### src/rtl/mole_spawner.sv
// mole_spawner: pseudo-random mole source with round timing, score/miss tracking and game-over.
module mole_spawner #(
  parameter int HOLD_CYCLES = 50_000_000,
  parameter int GAP_CYCLES = 25_000_000,
  parameter int MAX_MISSES = 3,
  parameter int SCORE_W = 8,
  parameter logic [7:0] SEED = 8'hA5
) (
  input  logic               clk,
  input  logic               rst_n,
  input  logic               start,
  input  logic               hit,
  output logic [1:0]         num,
  output logic               mole_up,
  output logic [SCORE_W-1:0] score,
  output logic [3:0]         misses,
  output logic               game_over
);
  localparam int MAXC = HOLD_CYCLES > GAP_CYCLES ? HOLD_CYCLES : GAP_CYCLES;
  localparam int TW = $clog2(MAXC) < 1 ? 1 : $clog2(MAXC);
  typedef enum logic [1:0] {IDLE, GAP, UP, OVER} state_t;
  state_t state, state_n;
  logic [TW-1:0] timer;
  logic [7:0] lfsr;
  logic [1:0] pos;
  logic [3:0] miss_next;
  logic gap_done, timeout, scored, missed;
  always_comb begin
    pos = lfsr[1:0] == num ? lfsr[1:0] + 2'd1 : lfsr[1:0];
    gap_done = timer == TW'(GAP_CYCLES - 1);
    timeout = timer == TW'(HOLD_CYCLES - 1);
    miss_next = misses + 4'd1;
    scored = state == UP && hit;
    missed = state == UP && !hit && timeout;
    state_n = start ? GAP
            : state == GAP && gap_done ? UP
            : scored ? GAP
            : missed ? (miss_next == 4'(MAX_MISSES) ? OVER : GAP)
            : state;
  end
  assign mole_up = state == UP;
  assign game_over = state == OVER;
  always_ff @(posedge clk or negedge rst_n) begin
    if (!rst_n) begin
      state <= IDLE;
      lfsr <= SEED;
      timer <= '0;
      num <= '0;
      score <= '0;
      misses <= '0;
    end else begin
      lfsr <= {lfsr[6:0], lfsr[7] ^ lfsr[5] ^ lfsr[4] ^ lfsr[3]};
      state <= state_n;
      // start restarts the timer even when the state stays GAP
      timer <= (start || state_n != state || state == IDLE || state == OVER) ? '0 : timer + 1'b1;
      num <= (!start && state == GAP && gap_done) ? pos : num;
      score <= start ? '0 : (scored && score != '1) ? score + 1'b1 : score;
      misses <= start ? '0 : missed ? miss_next : misses;
    end
  end
endmodule

### config.mk
export PLATFORM = sky130hd
export DESIGN_NAME = mole_spawner
export DESIGN_NICKNAME = d
export VERILOG_FILES = /design/src/rtl/mole_spawner.sv
export SDC_FILE = /design/constraint.sdc
export NUM_CORES = 1
export LEC_CHECK = 0
export ABC_AREA = 1
export ABC_CLOCK_PERIOD_IN_PS = 2600
export CAP_MARGIN = 30
export CORE_MARGIN = 4
export CORE_UTILIZATION = 62
export CTS_BUF_LIST = sky130_fd_sc_hd__clkbuf_16
export CTS_CLUSTER_DIAMETER = 40
export DETAILED_ROUTE_END_ITERATION = 6
export DONT_BUFFER_PORTS = 1
export PLACE_DENSITY = 0.78
export SLEW_MARGIN = 20
export SYNTH_ARGS = -nofsm -noshare
export SYNTH_HDL_FRONTEND = slang
export SYNTH_SLANG_ARGS = --single-unit
### constraint.sdc
create_clock -name clk -period 2.6 [get_ports clk]
set_input_delay 0.65 -clock clk [delete_from_list [all_inputs] [get_ports clk]]
set_output_delay 0.65 -clock clk [all_outputs]
set_load 0.02 [all_outputs]
; ---- After elaboration in Yosys (flattened, before gate mapping)
; Index checks and enable logic that the tools add are counted.
[op_classes]
addsub = 4
multipliers = 0
n_div = 0
order_cmp = 0
n_eq_ne = 9
shift = 0
mux = 11
n_bitwise = 3
reduce_logical = 15
[op_table]
columns = op, n
row1 = "adder 26 x 1 -> 26 bit, second input constant", 1
row2 = "== test 26 x 25 -> 1 bit, second input constant", 1
row3 = "== test 26 bit, second input constant", 1
row4 = two-way mux 26 bit, 1
row5 = two-way mux 8 bit, 2
row6 = two-way mux 2 bit, 6
row7 = "adder 8 x 1 -> 8 bit, second input constant", 1
row8 = two-way mux 4 bit, 2
row9 = "inequality test 8 bit, second input constant", 1
row10 = logical AND 1 bit, 7
row11 = "adder 4 x 1 -> 4 bit, second input constant", 1
row12 = "== test 2 bit, second input constant", 2
row13 = "== test 4 x 2 -> 1 bit, second input constant", 1
row14 = nonzero test 2 bit, 2
row15 = logical OR 1 bit, 3
row16 = XOR 1 bit, 3
row17 = "adder 2 x 1 -> 2 bit, second input constant", 1
row18 = "== test 2 x 1 -> 1 bit, second input constant", 1
row19 = == test 2 bit, 1
row20 = zero test 1 bit, 2
row21 = zero test 2 bit, 1
row22 = inequality test 2 bit, 1
[totals]
regBits = 50
latchBits = 0
mem_bits_rw = 0
mem_bits_ro = 0
inputBits = 4
output_inout_bits = 16
elab_cells = 48
mem_count = 0

; ---- Longest topological paths before layout
[depth]
ltp_word = 12
ltp_mapped = 13
mapped_depth_nobuf = 12

; ---- Worst setup path before layout
; Ideal clock, no wire load.
[synth_timing]
kind = input port to flip-flop
from = in hit
to = reg timer[12]
setup_time_ns = 0.121
t_arrival_ns = 1.712
t_required_ns = 2.479
setup_slack_ns = 0.768
path_stages = 11
path_buffers = 1
path_cell_list = nor3_1 -> nand2_1 -> nor2_1 -> nand2_2 -> nand2_1 -> nand2_1 -> nand2_1 -> nand2_2 -> nand3_4 -> buf_6 -> nor2_2
[synth_via]
elab_chain_cells = 12
elab_cells_between_ends = 13
cone_classes = eq/ne: 1 / mux: 5 / reduce/logical: 7
[synth_lines]
columns = element, line
row1 = start: declaration, 12  ; input logic hit,
row2 = zero test 1 bit, 34  ; missed = state == UP && !hit && timeout;
row3 = logical AND 1 bit (2 in series), 34
row4 = two-way mux 2 bit, 38  ; : missed ? (miss_next == 4'(MAX_MISSES) ? OVER : GAP)
row5 = two-way mux 2 bit *, 37  ; : scored ? GAP
row6 = two-way mux 2 bit *, 36  ; : state == GAP && gap_done ? UP
row7 = two-way mux 2 bit *, 35  ; state_n = start ? GAP
row8 = inequality test 2 bit *, 55  ; timer <= (start || state_n != state || state == IDLE || state == OVER) ? '0 : timer + 1'b1;
row9 = logical OR 1 bit * (3 in series), 55
row10 = two-way mux 26 bit *, 55
row11 = end signal: assignment, 55
row12 = end: declaration, 23  ; logic [TW-1:0] timer;
; Every way passes the cells marked *; elsewhere a longest branch is shown, timed or not.
; A chain may end at the register's enable or synchronous reset.

; ---- Worst setup path in the final report
[layout_timing]
from = reg timer[0]
to = reg timer[19]
[layout_via]
elab_chain_cells = 11
elab_cells_between_ends = 14
cone_classes = add/sub: 1 / eq/ne: 3 / mux: 5 / reduce/logical: 5
[layout_lines]
columns = element, line
row1 = == test 26 bit, 31  ; timeout = timer == TW'(HOLD_CYCLES - 1);
row2 = logical AND 1 bit, 34
row3 = two-way mux 2 bit, 38
row4 = two-way mux 2 bit, 37
row5 = two-way mux 2 bit, 36
row6 = two-way mux 2 bit, 35
row7 = inequality test 2 bit, 55
row8 = logical OR 1 bit (3 in series), 55
row9 = two-way mux 26 bit *, 55
; Marked as above.

==> metrics.yaml <==
run_status:
  status: "complete, no violations"
grt:
  antenna_found_initial: 0
  gr-usage-met2: 0.354
  busiest_layer: "met2"
  use_met3: 0.0294
  grt_pass1_wl_um: 9430
  grt_pass1_vias: 2116
  track_usage: 0.216
  grt_max_degree: 51
  grt_overflow: 0
  grt_use_met1: 0.297
worst_setup_path:
  path_cells: "ha_1 -> nand3_4 -> nor2_4 -> nand3_1 -> nor2_2 -> nand2_2 -> nand2_1 -> nand2_1 -> nand2_2 -> nand3_4 -> nor2_2"
  end_kind: "flip-flop"
  worstPathArrival_ns: 2.35
  critical_path.max_stage_delay_ns: 0.39
  rr_startpoint: "timer[0]"
  ff2ff_setup_slack_ns: 0.46
  r2r_cells: 11
  path_max_fanout: 26
  cp-endpoint: "timer[19]"
  startpoint_type: "flip-flop"
  cp_slowest_cell: "dfrtp_1"
  r2r-end: "timer[19]"
  setup.worst_path.start: "timer[0]"
  required_ns: 2.81
  crit_type: "reg -> reg"
clock_tree:
  cts_resized: 0
  clk_pin_slew_ns: 0.06
  clk_latency_ns: 0.29
  cts.sinks: 50
  htreeDepth: 2
  cts_setup_buffers: 0
  cts_tree: "yes"
  clock_path_buffers: 2
  root_buffer: "clkbuf_16"
  hold_buffers: 0
  cts_inserted_buffers: 5
timing:
  tightest_slew_ns: 0.438
  setup_viol: 0
  maxSlewViolCount: 0
  fin_skew_ns: 0.00346
  fmax_mhz: 466
  fin_crit_sh: 0.825
  setup_slack_ns: 0.455
  setup_tns_ns: 0
  fin_crit_ns: 2.14
  hold_viol: 0
  max_slew_margin: 0.708
  rsz0062_at_grt: "no"
synthesis:
  ys_warn_count: 0
  syn_nets: 351
  yosys.cell_types.count: 27
  syn_inst: 343
  synth_top_area_cell: "dfrtp_1"
  ys_seq_area_frac: 0.453
  synth_edf_count: 0
  ys_top_cells_by_area: "dfrtp_1 42%, nand2_1 9.7%, inv_1 6.4%"
  yosys_register_bits: 50
  synthArstFlopShare: 1.00
  syn_avg_cell_area_um2: 8.08
  synth.top_cell.area_share: 0.415
  ys.flop_type: "dfrtp_1"
  synth_area_um2: 2770
flow_run:
  maxCapViolations: 0
drt:
  route.antenna.remaining_nets: 0
  dr.pass1.iters: 4
  wl_per_cell_um: 13.6
  drt-total-wl_um: 5440
  vias_per_cell: 5.35
  vias: 2144
  first_iter_violations: 139
  drc_errors: 0
floorplan:
  boundaryPins: 20
  core_area_um2: 4350
  die_area_um2: 5610
  initial_core_util: 0.637
  fp.dieH_um: 74.9
  rows: 24
  die_w_um: 74.9
power:
  ir_drop_uv: 374
  p_clk_frac: 0.439
  power.leakage_uw: 0.00128
  netSwitchingFraction: 0.209
  p_sw_uw: 303
  powerDensity_nw_per_um2: 489
  p_int_uw: 1150
  power_frac_seq: 0.543
  pwr-share-comb: 0.018
placed_design:
  gp_congestion: 0.917
  pre_cts_ws_ns: 0.442
  hpwl_um: 3950
  port_buffers: 0
cells_and_area:
  layout.nets: 356
  drive_gt1_frac: 0.126
  n_antenna_cell: 0
  nFillCells: 350
  area_growth_syn_to_layout_pct: 6.95
min_path:
  hp-class: "in -> async"
## placed cells by master, fill, tap and decap left out, drive strengths merged
cell type   n
a211oi      1
a21oi       6
buf         1
clkbuf      5
clkinv      3
dfrtp      46
dfstp       4
ha          4
inv        49
mux2        1
mux2i       1
nand2      75
nand3      25
nand3b      1
nand4       8
nor2       65
nor3       10
nor4        5
nor4b       1
o21ai       9
o31ai       2
xnor2      10
xor2       17
## power groups by stage
stage | clock, uW | sequential (uW) | combinational [uW]
floorplan | 0 | 800 | 24.3
global placement | 0 | 801 | 25.7
detailed placement | 0 | 801 | 26.2
CTS | 654 | 786 | 26.3
global route | 681 | 787 | 29.8
finish | 637 | 786 | 25.9
## metal layers
metal,vias up,wire length [um]
li1,1090,-
met1,987,2550
met2,59,2560
met3,8,267
met4,0,67
met5,-,0
## worst max-delay path: cells and delay by family (launching register included)
| family | cells | cell delay (ns) |
|---|---|---|
| fa+ha+maj | 1 | 0.24 |
| flops | 1 | 0.39 |
| simple gates | 10 | 1.41 |
## through the flow
stage | area, um^2 | instances | hold slack (ns) | total power [uW] | utilization
floorplan | 2770 | 343 | 0.333 | 825 | -
global placement | 2820 | 393 | 0.337 | 827 | 0.647
detailed placement | 2820 | 393 | 0.348 | 827 | 0.647
CTS | 2970 | 401 | 0.0493 | 1470 | 0.681
global route | 2970 | 401 | 0.0397 | 1500 | 0.681
finish | 2970 | 401 | 0.0540 | 1450 | 0.681
## registers in the layout, summed over array words and instances (netlist names)
name	cells
timer	26
lfsr	8
score	8
misses	4
num	2
state	2
## worst min path at each step
| stage | endpoint | slack, ns | cells after the start |
|---|---|---|---|
| after CTS | lfsr[1] | 0.05 | 0 |
| after global placement | lfsr[7] | 0.34 | 0 |
| after floorplan | lfsr[7] | 0.33 | 0 |
| after detailed placement | lfsr[7] | 0.35 | 0 |
| after global routing | state[0] | 0.04 | 0 |
| final | timer[16] | 0.05 | 0 |
## area by class of cell
class,count,area [um^2],area share
clock buffer,5,125,0.0422
sequential,50,1260,0.424
tap,52,65.1,0.0219
timing repair buffer,1,7.51,0.00253
clock inverter,3,21.3,0.00717
multi-input combinational,241,1310,0.441
inverter,49,184,0.0620
## logic make-up after synthesis
logic type,after synthesis,synth area share
compound gates,18,0.0352
xor+xnor,27,0.0853
fa+ha+maj,4,0.0181
buf+inv,52,0.0758
flops,50,0.453
mux,2,0.00767
simple gates,190,0.325
## cell usage after synthesis, types with 5 or more instances
| master | count |
|---|---|
| a21oi_1 | 6 |
| dfrtp_1 | 46 |
| inv_1 | 47 |
| nand2_1 | 72 |
| nand3_1 | 23 |
| nand4_1 | 8 |
| nor2_1 | 41 |
| nor2_2 | 22 |
| nor3_1 | 10 |
| nor4_1 | 5 |
| o21ai_0 | 9 |
| xnor2_1 | 10 |
| xor2_1 | 17 |
Note: power is estimated with default switching activity, not from simulation.
